==> src/rtl/uart_core.sv <==
// rtl/uart_core.sv - full-duplex UART with oversampled RX, TX/RX FIFOs and CTS/RTS
//   i_clk, i_rst            clock, synchronous active-high reset
//   o_baud_clk              oversample tick strobe (one i_clk cycle every Div cycles)
//   i_ctrl                  reserved, ignored
//   o_status                {rx_busy, tx_busy, framing_err, rx_overrun, rx_empty, rx_full, tx_empty, tx_full}
//   i_tx_data/i_tx_req/o_tx_rdy   TX FIFO write side
//   o_rx_data/i_rx_req/o_rx_rdy   RX FIFO read side, first-word fall-through
//   i_rx, o_tx              serial line
//   i_cts, o_rts            flow control
`timescale 1ns/1ps

module uart_fifo #(
  parameter int Width = 8,
  parameter int Depth = 8
) (
  input  logic             i_clk,
  input  logic             i_rst,
  input  logic             i_wr,
  input  logic [Width-1:0] i_wdata,
  input  logic             i_rd,
  output logic [Width-1:0] o_rdata,
  output logic             o_full,
  output logic             o_empty
);
  localparam int PtrW = (Depth > 1) ? $clog2(Depth) : 1;
  localparam int CntW = $clog2(Depth + 1);
  localparam logic [CntW-1:0] CntFull = CntW'(Depth);

  logic [Width-1:0] r_mem [Depth];
  logic [PtrW-1:0]  r_wr_ptr;
  logic [PtrW-1:0]  r_rd_ptr;
  logic [CntW-1:0]  r_count;
  logic             w_do_wr;
  logic             w_do_rd;

  assign o_full  = (r_count == CntFull);
  assign o_empty = (r_count == '0);
  assign w_do_wr = i_wr && !o_full;
  assign w_do_rd = i_rd && !o_empty;
  // Masked while empty so the head reads as zero out of reset.
  assign o_rdata = o_empty ? '0 : r_mem[r_rd_ptr];

  always_ff @(posedge i_clk) begin
    if (w_do_wr) r_mem[r_wr_ptr] <= i_wdata;
  end

  always_ff @(posedge i_clk) begin
    if (i_rst) begin
      r_wr_ptr <= '0;
      r_rd_ptr <= '0;
      r_count  <= '0;
    end else begin
      if (w_do_wr) r_wr_ptr <= r_wr_ptr + 1'b1;
      if (w_do_rd) r_rd_ptr <= r_rd_ptr + 1'b1;
      case ({w_do_wr, w_do_rd})
        2'b10:   r_count <= r_count + 1'b1;
        2'b01:   r_count <= r_count - 1'b1;
        default: r_count <= r_count;
      endcase
    end
  end
endmodule

module uart_core #(
  parameter int DataLength      = 8,
  parameter int FifoDepth       = 8,
  parameter int OverSample      = 8,
  parameter int BaudRate        = 115200,
  parameter int SystemClockFreq = 50_000_000,
  parameter int FlowControl     = 1
) (
  input  logic                  i_clk,
  input  logic                  i_rst,
  output logic                  o_baud_clk,
  input  logic [7:0]            i_ctrl,
  output logic [7:0]            o_status,
  input  logic [DataLength-1:0] i_tx_data,
  input  logic                  i_tx_req,
  output logic                  o_tx_rdy,
  output logic [DataLength-1:0] o_rx_data,
  input  logic                  i_rx_req,
  output logic                  o_rx_rdy,
  input  logic                  i_rx,
  output logic                  o_tx,
  input  logic                  i_cts,
  output logic                  o_rts
);
  localparam int Div   = (SystemClockFreq + (BaudRate * OverSample) / 2) / (BaudRate * OverSample);
  localparam int DivW  = $clog2(Div + 1);
  localparam int TickW = $clog2(OverSample);
  localparam int IdxW  = (DataLength > 1) ? $clog2(DataLength) : 1;
  localparam logic [DivW-1:0]  DivLast  = DivW'(Div - 1);
  localparam logic [TickW-1:0] BitLast  = TickW'(OverSample - 1);
  localparam logic [TickW-1:0] HalfLast = TickW'(OverSample / 2 - 1);
  localparam logic [IdxW-1:0]  IdxLast  = IdxW'(DataLength - 1);

  typedef enum logic [1:0] {TX_IDLE, TX_START, TX_DATA, TX_STOP} tx_state_t;
  typedef enum logic [1:0] {RX_IDLE, RX_START, RX_DATA, RX_STOP} rx_state_t;

  logic                  w_unused_ctrl;
  logic [DivW-1:0]       r_div_cnt;
  logic                  w_tick;
  logic [1:0]            r_rx_sync;
  logic [1:0]            r_cts_sync;
  logic                  w_rx_s;
  logic                  w_cts_ok;
  logic [DataLength-1:0] w_txf_head;
  logic                  w_txf_full, w_txf_empty, w_rxf_full, w_rxf_empty;
  tx_state_t             r_tx_state, w_tx_next;
  logic [TickW-1:0]      r_tx_cnt;
  logic [IdxW-1:0]       r_tx_idx;
  logic [DataLength-1:0] r_tx_shift;
  logic                  w_tx_pop, w_tx_wrap, w_tx_out, r_tx_out;
  rx_state_t             r_rx_state, w_rx_next;
  logic [TickW-1:0]      r_rx_cnt;
  logic [IdxW-1:0]       r_rx_idx;
  logic [DataLength-1:0] r_rx_shift;
  logic                  w_rx_wrap, w_rx_push, w_set_ovr, w_set_fe;
  logic                  r_rx_overrun, r_framing_err, r_rts;

  assign w_unused_ctrl = ^i_ctrl;

  assign w_tick     = (r_div_cnt == DivLast);
  assign o_baud_clk = w_tick;

  always_ff @(posedge i_clk) begin
    if (i_rst || w_tick) r_div_cnt <= '0;
    else                 r_div_cnt <= r_div_cnt + 1'b1;
  end

  always_ff @(posedge i_clk) begin
    if (i_rst) begin
      r_rx_sync  <= 2'b11;
      r_cts_sync <= 2'b00;
    end else begin
      r_rx_sync  <= {r_rx_sync[0], i_rx};
      r_cts_sync <= {r_cts_sync[0], i_cts};
    end
  end
  assign w_rx_s   = r_rx_sync[1];
  assign w_cts_ok = (FlowControl == 0) || r_cts_sync[1];

  uart_fifo #(.Width(DataLength), .Depth(FifoDepth)) u_tx_fifo (
    .i_clk(i_clk), .i_rst(i_rst), .i_wr(i_tx_req), .i_wdata(i_tx_data), .i_rd(w_tx_pop),
    .o_rdata(w_txf_head), .o_full(w_txf_full), .o_empty(w_txf_empty));

  uart_fifo #(.Width(DataLength), .Depth(FifoDepth)) u_rx_fifo (
    .i_clk(i_clk), .i_rst(i_rst), .i_wr(w_rx_push), .i_wdata(r_rx_shift), .i_rd(i_rx_req),
    .o_rdata(o_rx_data), .o_full(w_rxf_full), .o_empty(w_rxf_empty));

  assign o_tx_rdy = !w_txf_full;
  assign o_rx_rdy = !w_rxf_empty;

  // ---------------- transmitter ----------------
  assign w_tx_wrap = w_tick && (r_tx_cnt == BitLast);

  always_comb begin
    w_tx_next = r_tx_state;
    w_tx_pop  = 1'b0;
    case (r_tx_state)
      TX_IDLE:  if (w_tick && !w_txf_empty && w_cts_ok) begin
                  w_tx_next = TX_START;
                  w_tx_pop  = 1'b1;
                end
      TX_START: if (w_tx_wrap) w_tx_next = TX_DATA;
      TX_DATA:  if (w_tx_wrap && r_tx_idx == IdxLast) w_tx_next = TX_STOP;
      TX_STOP:  if (w_tx_wrap) w_tx_next = TX_IDLE;
      default:  w_tx_next = TX_IDLE;
    endcase
  end

  // The line level is registered from the next state so o_tx changes
  // exactly with the state register and never glitches on decode.
  always_comb begin
    w_tx_out = 1'b1;
    case (w_tx_next)
      TX_START: w_tx_out = 1'b0;
      TX_DATA:  w_tx_out = (r_tx_state == TX_DATA && w_tx_wrap) ? r_tx_shift[1] : r_tx_shift[0];
      default:  w_tx_out = 1'b1;
    endcase
  end

  always_ff @(posedge i_clk) begin
    if (i_rst) begin
      r_tx_state <= TX_IDLE;
      r_tx_out   <= 1'b1;
    end else begin
      r_tx_state <= w_tx_next;
      r_tx_out   <= w_tx_out;
    end
  end
  assign o_tx = r_tx_out;

  always_ff @(posedge i_clk) begin
    if (i_rst) begin
      r_tx_cnt   <= '0;
      r_tx_idx   <= '0;
      r_tx_shift <= '0;
    end else if (w_tx_pop) begin
      r_tx_cnt   <= '0;
      r_tx_idx   <= '0;
      r_tx_shift <= w_txf_head;
    end else if (r_tx_state != TX_IDLE && w_tick) begin
      if (w_tx_wrap) begin
        r_tx_cnt <= '0;
        if (r_tx_state == TX_DATA) begin
          r_tx_shift <= r_tx_shift >> 1;
          r_tx_idx   <= r_tx_idx + 1'b1;
        end
      end else begin
        r_tx_cnt <= r_tx_cnt + 1'b1;
      end
    end
  end

  // ---------------- receiver ----------------
  // START only waits half a bit so every later sample lands mid-bit.
  assign w_rx_wrap = w_tick && (r_rx_cnt == ((r_rx_state == RX_START) ? HalfLast : BitLast));

  always_comb begin
    w_rx_next = r_rx_state;
    w_rx_push = 1'b0;
    w_set_ovr = 1'b0;
    w_set_fe  = 1'b0;
    case (r_rx_state)
      RX_IDLE:  if (w_tick && !w_rx_s) w_rx_next = RX_START;
      RX_START: if (w_rx_wrap) w_rx_next = w_rx_s ? RX_IDLE : RX_DATA;
      RX_DATA:  if (w_rx_wrap && r_rx_idx == IdxLast) w_rx_next = RX_STOP;
      RX_STOP:  if (w_rx_wrap) begin
                  w_rx_next = RX_IDLE;
                  if (!w_rx_s)        w_set_fe  = 1'b1;
                  else if (w_rxf_full) w_set_ovr = 1'b1;
                  else                w_rx_push = 1'b1;
                end
      default:  w_rx_next = RX_IDLE;
    endcase
  end

  always_ff @(posedge i_clk) begin
    if (i_rst) r_rx_state <= RX_IDLE;
    else       r_rx_state <= w_rx_next;
  end

  always_ff @(posedge i_clk) begin
    if (i_rst) begin
      r_rx_cnt   <= '0;
      r_rx_idx   <= '0;
      r_rx_shift <= '0;
    end else if (r_rx_state == RX_IDLE) begin
      r_rx_cnt <= '0;
      r_rx_idx <= '0;
    end else if (w_tick) begin
      if (w_rx_wrap) begin
        r_rx_cnt <= '0;
        if (r_rx_state == RX_DATA) begin
          r_rx_shift <= {w_rx_s, r_rx_shift[DataLength-1:1]};
          r_rx_idx   <= r_rx_idx + 1'b1;
        end
      end else begin
        r_rx_cnt <= r_rx_cnt + 1'b1;
      end
    end
  end

  // ---------------- status / flow control ----------------
  always_ff @(posedge i_clk) begin
    if (i_rst) begin
      r_rx_overrun  <= 1'b0;
      r_framing_err <= 1'b0;
      r_rts         <= 1'b0;
    end else begin
      if (w_set_ovr) r_rx_overrun  <= 1'b1;
      if (w_set_fe)  r_framing_err <= 1'b1;
      r_rts <= (FlowControl != 0) ? !w_rxf_full : 1'b1;
    end
  end
  assign o_rts = r_rts;

  assign o_status = {r_rx_state != RX_IDLE, r_tx_state != TX_IDLE, r_framing_err, r_rx_overrun,
                     w_rxf_empty, w_rxf_full, w_txf_empty, w_txf_full};
endmodule

==> config.mk <==
export PLATFORM = sky130hd
export DESIGN_NAME = uart_core
export DESIGN_NICKNAME = d
export VERILOG_FILES = /design/src/rtl/uart_core.sv
export SDC_FILE = /design/constraint.sdc
export NUM_CORES = 1
export LEC_CHECK = 0
export BUFFER_PORTS_ARGS = -buffer_cell sky130_fd_sc_hd__buf_4
export CAP_MARGIN = 10
export CORE_ASPECT_RATIO = 0.5
export CORE_MARGIN = 3
export CORE_UTILIZATION = 40
export DETAILED_ROUTE_END_ITERATION = 10
export GPL_ROUTABILITY_DRIVEN = 0
export GPL_TIMING_DRIVEN = 0
export PLACE_DENSITY = 0.65
export SYNTH_ARGS = -nofsm -noshare
export SYNTH_HDL_FRONTEND = slang
export SYNTH_SLANG_ARGS = --single-unit
==> constraint.sdc <==
create_clock -name i_clk -period 3.9 [get_ports i_clk]
set_clock_uncertainty 0.1 [all_clocks]
set_input_delay 0.585 -clock i_clk [delete_from_list [all_inputs] [get_ports i_clk]]
set_output_delay 0.585 -clock i_clk [all_outputs]
set_load 0.01 [all_outputs]
# --- After elaboration in Yosys (flattened, before gate mapping) ---
# Memory sizes are Yosys's and may differ from the RTL's. A register that Yosys moved wholly into a read port is not among the register bits.
# Index checks and enable logic that the tools add are counted.
word_totals:
  register_bits: 66
  mem_bits_rw: 128
  elab_cells: 142
  memories: 2
classes:
  add_sub_neg: 13
  n_eq_ne: 23
  muxes: 45
  bitwise_logic: 1
  n_reduce_logical: 37
mem_list:
  columns: ["name", "words", "word_bits", "read_ports", "rd_ports_with_merged_regs", "wr", "line", "source"]
  rows:
  - ["u_rx_fifo.r_mem", 8, 8, 1, 1, 1, "29", "logic [Width-1:0] r_mem [Depth];"]
  - ["u_tx_fifo.r_mem", 8, 8, 1, 1, 1, "29", null]
ops:
  columns: ["op", "n"]
  rows:
  - ["two-way mux 8 bit", 6]
  - ["adder 3 x 1 -> 3 bit, second input constant", 8]
  - ["two-way mux 3 bit", 7]
  - ["two-way mux 1 bit", 18]
  - ["two-way mux 2 bit", 9]
  - ["one-hot mux 2 bit (4 select lines)", 2]
  - ["one-hot mux 4 bit (2 select lines)", 2]
  - ["equality test 2 bit, second input constant", 7]
  - ["nonzero test 2 bit", 7]
  - ["logical AND 1 bit", 13]
  - ["equality test 2 x 1 -> 1 bit, second input constant", 5]
  - ["equality test 3 bit, second input constant", 3]
  - ["AND reduction 3 bit", 3]
  - ["adder 4 x 1 -> 4 bit, second input constant", 2]
  - ["equality test 4 bit, second input constant", 2]
  - ["zero test 4 bit", 2]
  - ["inequality test 2 bit, second input constant", 4]
  - ["AND reduction 4 bit", 2]
  - ["subtractor 4 x 1 -> 4 bit, second input constant", 2]
  - ["adder 6 x 1 -> 6 bit, second input constant", 1]
  - ["equality test 6 bit, second input constant", 1]
  - ["zero test 1 bit", 5]
  - ["zero test 2 bit", 2]
  - ["OR reduction 2 bit", 2]
  - ["other kinds (4)", 4]

# --- Longest topological paths before layout ---
# Gate-level depths: netlist of run 1.
depth:
  ltp_word: 9
  ltp_mapped: 15
  depth_no_buf: 13

# --- Cells and area by module ---
# From an unflattened synthesis of run 1, not the netlist that was laid out.
unflattened:
  cells_unflattened: 579
  area_unflattened_um2: 8440.6
modules_own_cells:
  columns: ["module", "instances", "cells_per_inst", "area_each_um2"]
  rows:
  - ["uart_fifo (u_tx_fifo)", 1, 175, 3128.0]
  - ["uart_fifo (u_rx_fifo)", 1, 175, 3125.5]
  - ["uart_core", 1, 229, 2187.1]

# --- Worst setup path after synthesis of run 1 ---
# OpenSTA, ideal clock, no wires.
synth_timing:
  kind: "register to register"
  start: "register r_div_cnt[0]"
  end: "register u_rx_fifo.r_count[2]"
  arrival_time_ns: 2.590
  setup_slack_ns: 1.139
  stages_incl_launch_ff: 14
  n_path_buf: 1
  synth_period_minus_slack_ns: 2.761
  cell_sequence: "dfxtp_1 ha_1 and3_2 and3_1 and4b_1 clkbuf_1 inv_1 ha_1 xor2_1 ha_1 a21oi_1 xor2_1 or3_1 a21oi_1"
synth_via:
  elab_chain_len: 7
  word_cells_on_any_way: 9
  classes_between: "eq/ne: 3; mux: 3; reduce/logical: 3"
synth_lines:
  columns: ["item", "line", "source"]
  rows:
  - ["start, declared", "101", "logic [DivW-1:0] r_div_cnt;"]
  - ["start signal, assigned", "128", "else r_div_cnt <= r_div_cnt + 1'b1;"]
  - ["equality test 6 bit (*)", "123", "assign w_tick = (r_div_cnt == DivLast);"]
  - ["logical AND 1 bit (*)", "218", "assign w_rx_wrap = w_tick && (r_rx_cnt == ((r_rx_state == RX_START) ? HalfLast : BitLast));"]
  - ["two-way mux 1 bit (*)", "229", "RX_STOP: if (w_rx_wrap) begin"]
  - ["two-way mux 1 bit (*)", "225", "case (r_rx_state)"]
  - ["logical AND 1 bit (*)", "38", "assign w_do_wr = i_wr && !o_full;"]
  - ["equality test 2 x 1 -> 1 bit or equality test 2 bit (tied branches)", "55", "case ({w_do_wr, w_do_rd})"]
  - ["one-hot mux 4 bit (2 select lines) or nonzero test 2 bit (tied branches)", null, null]
  - ["end signal, assigned", "56", "2'b10: r_count <= r_count + 1'b1;"]
  - ["end signal, assigned", "57", "2'b01: r_count <= r_count - 1'b1;"]
  - ["end signal, assigned", "58", "default: r_count <= r_count;"]
  - ["end, declared", "32", "logic [CntW-1:0] r_count;"]
# Mark *: on every way between the ends. The rest lies on a longest branch, timed or not.
# A chain may end at the register's enable or synchronous reset.

==> impl_results.html, run 1 <==
<table>
<tr><th>Metric</th><th>Value</th></tr>
<tr><th colspan="2">Status</th></tr>
<tr><td>Outcome</td><td>complete, no violations</td></tr>
<tr><th colspan="2">Logic synthesis</th></tr>
<tr><td>Synthesized flop and latch total</td><td>200</td></tr>
<tr><td>Most area-consuming cells after synthesis</td><td>edfxtp_1, dfxtp_1, mux4_2</td></tr>
<tr><td>Warnings from Yosys</td><td>0</td></tr>
<tr><td>Most common library cells after synthesis</td><td>edfxtp_1, dfxtp_1, nor2_1</td></tr>
<tr><td>Async S/R FF share, synth</td><td>0%</td></tr>
<tr><td>Cell with the most instances after synthesis</td><td>edfxtp_1</td></tr>
<tr><td>Top cell type's share of synthesized area</td><td>47.0%</td></tr>
<tr><td>Share of synthesized area occupied by flip-flops and latches</td><td>64.6%</td></tr>
<tr><td>Count of unique library cells instantiated by Yosys</td><td>58</td></tr>
<tr><td>Commonest register cell after synthesis</td><td>edfxtp_1</td></tr>
<tr><td>Total nets after synthesis</td><td>598</td></tr>
<tr><td>Largest area contributor in the synthesized netlist</td><td>edfxtp_1</td></tr>
<tr><td>Post-synth EDFFs</td><td>128</td></tr>
<tr><td>Syn_area_per_cell</td><td>14.7 um2</td></tr>
<tr><td>Post-synthesis cell area</td><td>0.00818 mm2</td></tr>
<tr><td>Syn Inst Count</td><td>557</td></tr>
<tr><th colspan="2">Timing</th></tr>
<tr><td># setup viols final</td><td>0</td></tr>
<tr><td>Number of pins with negative max-slew slack in the final report</td><td>0</td></tr>
<tr><td>Slew of the pin with the lowest slew margin</td><td>0.991 ns</td></tr>
<tr><td>Number of endpoints with negative hold slack in the final report</td><td>0</td></tr>
<tr><td>Tcrit/Tclk final</td><td>82.1%</td></tr>
<tr><td>Worst slew slack as a fraction of its limit</td><td>33.7%</td></tr>
<tr><td>Fmax</td><td>312 MHz</td></tr>
<tr><td>Setup slack of the critical path after layout</td><td>0.696 ns</td></tr>
<tr><td>Setup repair after global routing missed its margin</td><td>no</td></tr>
<tr><td>Total Negative Setup Slacks</td><td>0 ns</td></tr>
<tr><td>Time the worst path needs with I/O delays and setup</td><td>3.20 ns</td></tr>
<tr><th colspan="2">Clocking</th></tr>
<tr><td>Number of buffers created by CTS</td><td>17</td></tr>
<tr><td>Cell at the root of the clock tree</td><td>clkbuf_16</td></tr>
<tr><td>Bufs on Longest Clock Path</td><td>2</td></tr>
<tr><td>Number of resized instances in the post-cts repair step</td><td>0</td></tr>
<tr><td>Clock Pin Slew Worst Setup and Hold Paths</td><td>0.07 ns</td></tr>
<tr><td>Clock Latency Late Sink</td><td>0.43 ns</td></tr>
<tr><td>TritonCTS clock tree</td><td>built</td></tr>
<tr><td>CTS H-tree lvls</td><td>4</td></tr>
<tr><td>TritonCTS Sinks</td><td>200</td></tr>
<tr><td>Number of hold-repair buffers added at the cts stage</td><td>0</td></tr>
<tr><td>Post-CTS Setup Repair Bufs</td><td>0</td></tr>
<tr><th colspan="2">Die</th></tr>
<tr><td>Die Footprint</td><td>0.0223 mm2</td></tr>
<tr><td>Placeable core region</td><td>0.0198 mm2</td></tr>
<tr><td>Row cnt</td><td>36</td></tr>
<tr><td>Horizontal extent of the die</td><td>208 um</td></tr>
<tr><td>Number of placed I/O pins</td><td>43</td></tr>
<tr><td>Initial cell density of the core</td><td>41.4%</td></tr>
<tr><td>Chip height</td><td>107 um</td></tr>
<tr><th colspan="2">Route</th></tr>
<tr><td>Number of nets still failing antenna checks after routing</td><td>0</td></tr>
<tr><td>Total number of vias</td><td>4474</td></tr>
<tr><td>Number of vias per cell after detailed routing</td><td>5.03</td></tr>
<tr><td>Count of unresolved DRC violations after routing</td><td>0</td></tr>
<tr><td>Average wire per standard cell</td><td>16.5 um</td></tr>
<tr><td>Pre-Repair DR Iteration Count</td><td>4</td></tr>
<tr><td>First DRT Iteration DRCs</td><td>214</td></tr>
<tr><td>Sum of routed wire length over all layers</td><td>14700 um</td></tr>
<tr><th colspan="2">GRT</th></tr>
<tr><td>Total congestion overflow</td><td>0</td></tr>
<tr><td>Initial antenna violation count</td><td>0</td></tr>
<tr><td>Wire length of the first global-routing pass</td><td>23800 um</td></tr>
<tr><td>GR Util All Layers</td><td>13.9%</td></tr>
<tr><td>Number of global-route vias before repair</td><td>4523</td></tr>
<tr><td>Largest net degree at the start of global routing</td><td>17</td></tr>
<tr><th colspan="2">Critical path</th></tr>
<tr><td>Startpoint Class</td><td>flop</td></tr>
<tr><td>Depth of the worst register-to-register path</td><td>13</td></tr>
<tr><td>WS Path Type</td><td>reg -&gt; out</td></tr>
<tr><td>Worst endpoint required time</td><td>3.21 ns</td></tr>
<tr><td>Maximum fanout along the worst path</td><td>10</td></tr>
<tr><td>Endpoint class of the critical path</td><td>output pin</td></tr>
<tr><td>Reg-to-reg slack, setup</td><td>0.76 ns</td></tr>
<tr><td>Worst flop-to-flop path startpoint</td><td>r_div_cnt[0]</td></tr>
<tr><td>Critical register-to-register path endpoint</td><td>u_rx_fifo.r_count[2]</td></tr>
<tr><td>Arr. time, crit path</td><td>2.52 ns</td></tr>
<tr><th colspan="2">Layout</th></tr>
<tr><td>Layout cells sized above 1</td><td>21.2%</td></tr>
<tr><td>Layout net count</td><td>652</td></tr>
<tr><td>Antenna Cells</td><td>0</td></tr>
<tr><td>Layout filler cell count</td><td>1698</td></tr>
<tr><td>Synth-to-Final Area Change</td><td>14.6%</td></tr>
<tr><th colspan="2">Pwr</th></tr>
<tr><td>Largest voltage drop on the vdd net</td><td>0.327 mV</td></tr>
<tr><td>Total power divided by cell area</td><td>440 mW/mm2</td></tr>
<tr><td>Leak</td><td>3.19 nW</td></tr>
<tr><th colspan="2">Place</th></tr>
<tr><td>Post-placement setup slack</td><td>0.794 ns</td></tr>
<tr><td>Input/output buffers</td><td>33</td></tr>
<tr><td>Final HPWL from detailed placement</td><td>9680 um</td></tr>
<tr><th colspan="2">Run</th></tr>
<tr><td>Total of max-cap violations</td><td>0</td></tr>
<tr><th colspan="2">Min path</th></tr>
<tr><td>Hold-critical path depth</td><td>2</td></tr>
<tr><td>Class of the worst hold path</td><td>in -&gt; reg</td></tr>
<tr><td>Worst min-delay path endpoint</td><td>r_rx_sync[0]</td></tr>
<tr><td>Hold wc startpoint</td><td>i_rx</td></tr>
</table>
## final cells by class
type / instances / area (um2) / area share [%]
Multi-Input combinational cell: 311 / 2630 / 28.1
Clock buffer: 20 / 437 / 4.66
Buffer: 36 / 238 / 2.54
Timing Repair Buffer: 35 / 263 / 2.80
Tap cell: 266 / 333 / 3.55
Sequential cell: 200 / 5290 / 56.4
Clock inverter: 12 / 151 / 1.61
Inverter: 10 / 40.0 / 0.427
## registers in the layout, indices dropped and copies added, names as in the netlist, 4 cells and up, named ones only
name and flops:
u_rx_fifo.r_mem 64, u_rx_fifo.r_count 4, r_div_cnt 6, u_tx_fifo.r_count 4, r_tx_shift 8, u_tx_fifo.r_mem 64, r_rx_shift 8
## cell usage in the layout, fill, tap and decap left out, types with 3 or more instances in the layout
cell        Yosys  final
clkbuf_1       12     15
or3_1           4      4
buf_2           7      7
nor2_1         56     56
xnor2_1         8      8
nor3_1         18     16
clkbuf_16       0     17
nand3_1         6      6
o21ai_0         6      6
nor2b_1        14     14
nand2_1        21     21
a211oi_1       15     15
bufinv_16       0      3
edfxtp_1      128    128
mux4_2         32     32
or2_2           3      3
inv_1           8      8
ha_1           19     19
mux2i_1        33     33
nand2b_1        7      7
a21oi_1        17     17
buf_4           7     42
dfxtp_1        72     72
buf_6           4      4
clkinvlp_4      0      4
nand3b_1        3      3
xor2_1         11     11
## through the flow
step	hold WS, ns	std cells	utilization [%]	cell area (um2)	total power [mW]
after floorplan	0.289	557	-	8180	2.37
after global placement	0.303	856	44.3	8760	2.41
after detailed placement	0.298	858	44.5	8790	2.42
after CTS	0.234	890	47.4	9380	4.17
after global routing	0.239	890	47.4	9380	4.28
final	0.253	890	47.4	9380	4.13
## power by group
| part | switching, mW | internal (mW) | total, mW |
|---|---|---|---|
| Sequential | 0.0109 | 2.26 | 2.27 |
| Clock | 0.753 | 1.01 | 1.76 |
| Combinational | 0.0510 | 0.0448 | 0.0958 |
| Total | 0.815 | 3.31 | 4.13 |
## critical path, cell delays in order (launching register included)
cell and delay [ns]:
dfxtp_1 0.31, clkbuf_1 0.39, clkbuf_1 0.55, mux4_2 0.42
mux2i_1 0.20, nor2_1 0.07, buf_4 0.14
## worst max-delay path by stage
stage | from | to | slack [ns] | cells past startpoint
2_1_floorplan | r_div_cnt[0] | u_rx_fifo.r_count[2] | 1.14 | 13
3_3_place_gp | r_div_cnt[0] | u_rx_fifo.r_mem[0][3] | 0.56 | 7
3_5_place_dp | r_div_cnt[0] | u_rx_fifo.r_count[2] | 0.79 | 13
4_1_cts | flop | o_rx_data[2] | 0.62 | 6
5_1_grt | flop | o_rx_data[2] | 0.52 | 6
6_report | flop | o_rx_data[2] | 0.70 | 6
## routing by layer
metal | global-route usage, % | up-vias | wire length, um
li1 | - | 2179 | -
met1 | 17.5 | 2210 | 6700
met2 | 24.0 | 72 | 7230
met3 | 3.60 | 13 | 593
met4 | 4.18 | 0 | 159
met5 | 0 | - | 0
## cells by family (layout without fill, tap and decap cells)
| group | Yosys count | count (layout) | share of synthesized area (%) |
|---|---|---|---|
| flops | 200 | 200 | 64.6 |
| simple gates | 154 | 154 | 9.82 |
| buf+inv | 46 | 113 | 3.39 |
| fa+ha+maj | 19 | 19 | 2.90 |
| xor+xnor | 20 | 20 | 2.23 |
| mux | 66 | 66 | 13.0 |
| compound gates | 52 | 52 | 4.10 |
(Power assumes the default switching activity.)
==> run 2, diff against run 1 <==
- PLACE_DENSITY: 0.65 -> 0.67
- clock period: 3.9 -> 2.6 ns (I/O delays scaled with it)
==> impl_results.html, run 2 (synthesized netlist as in run 1, its figures left out) <==
<table>
<tr><th>Metric</th><th>Value</th></tr>
<tr><th colspan="2">GRT</th></tr>
<tr><td>Wire length of the first global-routing pass</td><td>23800 um (about the same)</td></tr>
<tr><td>Met3 track utilization from global routing</td><td>3.22% (was 3.60%)</td></tr>
<tr><td>GRT met1 Usage</td><td>17.6% (was 17.5%)</td></tr>
<tr><td>GR Util All Layers</td><td>13.9% (about the same)</td></tr>
<tr><td>Initial antenna violation count</td><td>0 (unchanged)</td></tr>
<tr><td>Global routing's busiest layer</td><td>met2 (unchanged)</td></tr>
<tr><td>Largest net degree at the start of global routing</td><td>19 (was 17)</td></tr>
<tr><td>Number of global-route vias before repair</td><td>4544 (was 4523)</td></tr>
<tr><td>Met2 track utilization from global routing</td><td>23.9% (was 24.0%)</td></tr>
<tr><td>Total congestion overflow</td><td>0 (unchanged)</td></tr>
<tr><th colspan="2">Timing</th></tr>
<tr><td>Number of pins with negative max-slew slack in the final report</td><td>0 (unchanged)</td></tr>
<tr><td>Setup repair after global routing missed its margin</td><td>yes (was no)</td></tr>
<tr><td>Slew of the pin with the lowest slew margin</td><td>0.815 ns (was 0.991 ns)</td></tr>
<tr><td>Tcrit/Tclk final</td><td>102%</td></tr>
<tr><td>Worst slew slack as a fraction of its limit</td><td>45.5% (was 33.7%)</td></tr>
<tr><td>Time the worst path needs with I/O delays and setup</td><td>2.66 ns</td></tr>
<tr><td>Fmax</td><td>377 MHz</td></tr>
<tr><td>Setup slack of the critical path after layout</td><td>-0.0558 ns (was 0.696 ns)</td></tr>
<tr><td>Number of endpoints with negative hold slack in the final report</td><td>0 (unchanged)</td></tr>
<tr><td># setup viols final</td><td>1 (was 0)</td></tr>
<tr><th colspan="2">Die</th></tr>
<tr><td>Initial cell density of the core</td><td>41.4% (unchanged)</td></tr>
<tr><td>Chip height</td><td>107 um (unchanged)</td></tr>
<tr><td>Placeable core region</td><td>0.0198 mm2 (unchanged)</td></tr>
<tr><td>Number of placed I/O pins</td><td>43 (unchanged)</td></tr>
<tr><td>Die Footprint</td><td>0.0223 mm2 (unchanged)</td></tr>
<tr><td>Horizontal extent of the die</td><td>208 um (unchanged)</td></tr>
<tr><td>Row cnt</td><td>36 (unchanged)</td></tr>
<tr><th colspan="2">Clocking</th></tr>
<tr><td>Cell at the root of the clock tree</td><td>clkbuf_16 (unchanged)</td></tr>
<tr><td>Number of hold-repair buffers added at the cts stage</td><td>0 (unchanged)</td></tr>
<tr><td>TritonCTS clock tree</td><td>built (unchanged)</td></tr>
<tr><td>Clock Pin Slew Worst Setup and Hold Paths</td><td>0.07 ns (about the same)</td></tr>
<tr><td>Clock Latency Late Sink</td><td>0.43 ns (about the same)</td></tr>
<tr><td>CTS H-tree lvls</td><td>4 (unchanged)</td></tr>
<tr><td>Number of buffers created by CTS</td><td>17 (unchanged)</td></tr>
<tr><td>Bufs on Longest Clock Path</td><td>2 (unchanged)</td></tr>
<tr><td>TritonCTS Sinks</td><td>200 (unchanged)</td></tr>
<tr><th colspan="2">Route</th></tr>
<tr><td>Total number of vias</td><td>4502 (was 4474)</td></tr>
<tr><td>Pre-Repair DR Iteration Count</td><td>4 (unchanged)</td></tr>
<tr><td>Sum of routed wire length over all layers</td><td>14600 um (was 14700 um)</td></tr>
<tr><td>Number of vias per cell after detailed routing</td><td>4.96 (was 5.03)</td></tr>
<tr><td>First DRT Iteration DRCs</td><td>264 (was 214)</td></tr>
<tr><td>Number of nets still failing antenna checks after routing</td><td>0 (unchanged)</td></tr>
<tr><td>Count of unresolved DRC violations after routing</td><td>0 (unchanged)</td></tr>
<tr><td>Average wire per standard cell</td><td>16.1 um (was 16.5 um)</td></tr>
<tr><th colspan="2">Layout</th></tr>
<tr><td>Largest registers in the final layout</td><td>u_rx_fifo.r_mem (64), u_tx_fifo.r_mem (64) (unchanged)</td></tr>
<tr><td>Layout net count</td><td>669 (was 652)</td></tr>
<tr><td>Layout cells sized above 1</td><td>29.5% (was 21.2%)</td></tr>
<tr><td>Final Core Density</td><td>49.0% (was 47.4%)</td></tr>
<tr><td>Commonest cells after routing, fill and taps aside</td><td>edfxtp_1, dfxtp_1, buf_4 (was edfxtp_1, dfxtp_1, nor2_1)</td></tr>
<tr><td>Synth-to-Final Area Change</td><td>18.4% (was 14.6%)</td></tr>
<tr><td>Count of non-filler cells in the finished layout</td><td>907 (was 890)</td></tr>
<tr><td>Antenna Cells</td><td>0 (unchanged)</td></tr>
<tr><td>Layout filler cell count</td><td>1650 (was 1698)</td></tr>
<tr><td>Most frequent standard cell in the layout excluding fill and tap cells</td><td>edfxtp_1 (unchanged)</td></tr>
<tr><th colspan="2">Critical path</th></tr>
<tr><td>Arr. time, crit path</td><td>2.91 ns (was 2.52 ns)</td></tr>
<tr><td>WS Path Type</td><td>reg -&gt; reg (was reg -&gt; out)</td></tr>
<tr><td>Worst endpoint required time</td><td>2.86 ns (was 3.21 ns)</td></tr>
<tr><td>Maximum fanout along the worst path</td><td>7 (was 10)</td></tr>
<tr><td>Startpoint Class</td><td>flop (unchanged)</td></tr>
<tr><td>Endpoint class of the critical path</td><td>flop (was output pin)</td></tr>
<tr><th colspan="2">Pwr</th></tr>
<tr><td>Net Switching</td><td>1.31 mW (was 0.815 mW)</td></tr>
<tr><td>Clk network pwr share</td><td>42.7% (about the same)</td></tr>
<tr><td>Largest voltage drop on the vdd net</td><td>0.483 mV (was 0.327 mV)</td></tr>
<tr><td>Fraction of power spent switching nets</td><td>21.1% (was 19.8%)</td></tr>
<tr><td>Total power divided by cell area</td><td>641 mW/mm2 (was 440 mW/mm2)</td></tr>
<tr><td>Leak</td><td>3.33 nW (was 3.19 nW)</td></tr>
<tr><td>Part of the power in combinational logic</td><td>2.5% (was 2.3%)</td></tr>
<tr><td>Fraction of power consumed by sequential logic</td><td>54.8% (was 55.0%)</td></tr>
<tr><td>Int Power</td><td>4.91 mW (was 3.31 mW)</td></tr>
<tr><th colspan="2">Place</th></tr>
<tr><td>Dpl cells</td><td>857 (was 858)</td></tr>
<tr><td>Final HPWL from detailed placement</td><td>9500 um (was 9680 um)</td></tr>
<tr><td>Input/output buffers</td><td>33 (unchanged)</td></tr>
<tr><td>Post-placement setup slack</td><td>-0.228 ns (was 0.794 ns)</td></tr>
<tr><th colspan="2">Run</th></tr>
<tr><td>Total of max-cap violations</td><td>0 (unchanged)</td></tr>
<tr><th colspan="2">Status</th></tr>
<tr><td>Outcome</td><td>finished, violations left (was complete, no violations)</td></tr>
<tr><td>Violated checks</td><td>negative setup slack</td></tr>
<tr><th colspan="2">Min path</th></tr>
<tr><td>Class of the worst hold path</td><td>in -&gt; reg (unchanged)</td></tr>
</table>
## run 2: critical path: stages (launching register included)
cell and delay [ns]:
dfxtp_2 0.33, inv_2 0.06, ha_4 0.11, and3_4 0.22, and3_4 0.19, and4b_1 0.19
clkbuf_8 0.15, inv_4 0.04, ha_4 0.15, xor2_1 0.14, ha_2 0.20, a21oi_2 0.04
xor2_1 0.19, or3_1 0.39, a21oi_2 0.11
## run 2: per-layer routing
metal,up-vias,part of all wire (%)
met5,-,0
met4,0,1.1
met3,14,2.3
met2,42,50
met1,2220,47
li1,2226,-
## run 2: power by group through the flow
stage	logic (mW)	registers (mW)	clock network, mW
2_1_floorplan	0.0876	3.47	0
3_3_place_gp	0.142	3.47	0
3_5_place_dp	0.146	3.48	0
4_1_cts	0.148	3.40	2.72
5_1_grt	0.175	3.41	2.86
6_report	0.155	3.40	2.66
## run 2: cell type report
cell class	instances	area, um2	share of cell area, %
Sequential cell	200	5300	54.6
Multi-Input combinational cell	311	2770	28.6
Clock buffer	18	429	4.43
Timing Repair Buffer	56	420	4.34
Tap cell	266	333	3.43
Buffer	32	231	2.39
Clock inverter	14	165	1.70
Inverter	10	45.0	0.465
## run 2: what timing repair did
action                                  CTS  global route
buffers inserted                          9            13
pin swaps                                 8            12
endpoints found under the setup margin   88            24
gates resized for setup                  36            16
## run 2: per-stage QoR
stage	TNS (ns)	total power, mW	cell area [um2]	hold WS, ns
after floorplan	-0.0382	3.56	8210	0.289
after global placement	-12.74	3.62	8790	0.302
after detailed placement	-8.38	3.62	8800	0.302
after CTS	-0.0821	6.28	9570	0.0385
after global routing	-0.288	6.44	9690	0.0380
final	-0.0558	6.22	9690	0.0564
## run 2: final timing paths
path,endpoint,cells past startpoint,start,slack (ns)
setup / recovery,u_rx_fifo.r_count[2],14,r_div_cnt[1],-0.06
hold / removal,r_rx_sync[0],2,i_rx,0.06
setup reg to reg,u_rx_fifo.r_count[2],14,r_div_cnt[1],-0.06
hold reg to reg,r_rx_sync[1],1,r_rx_sync[0],0.32
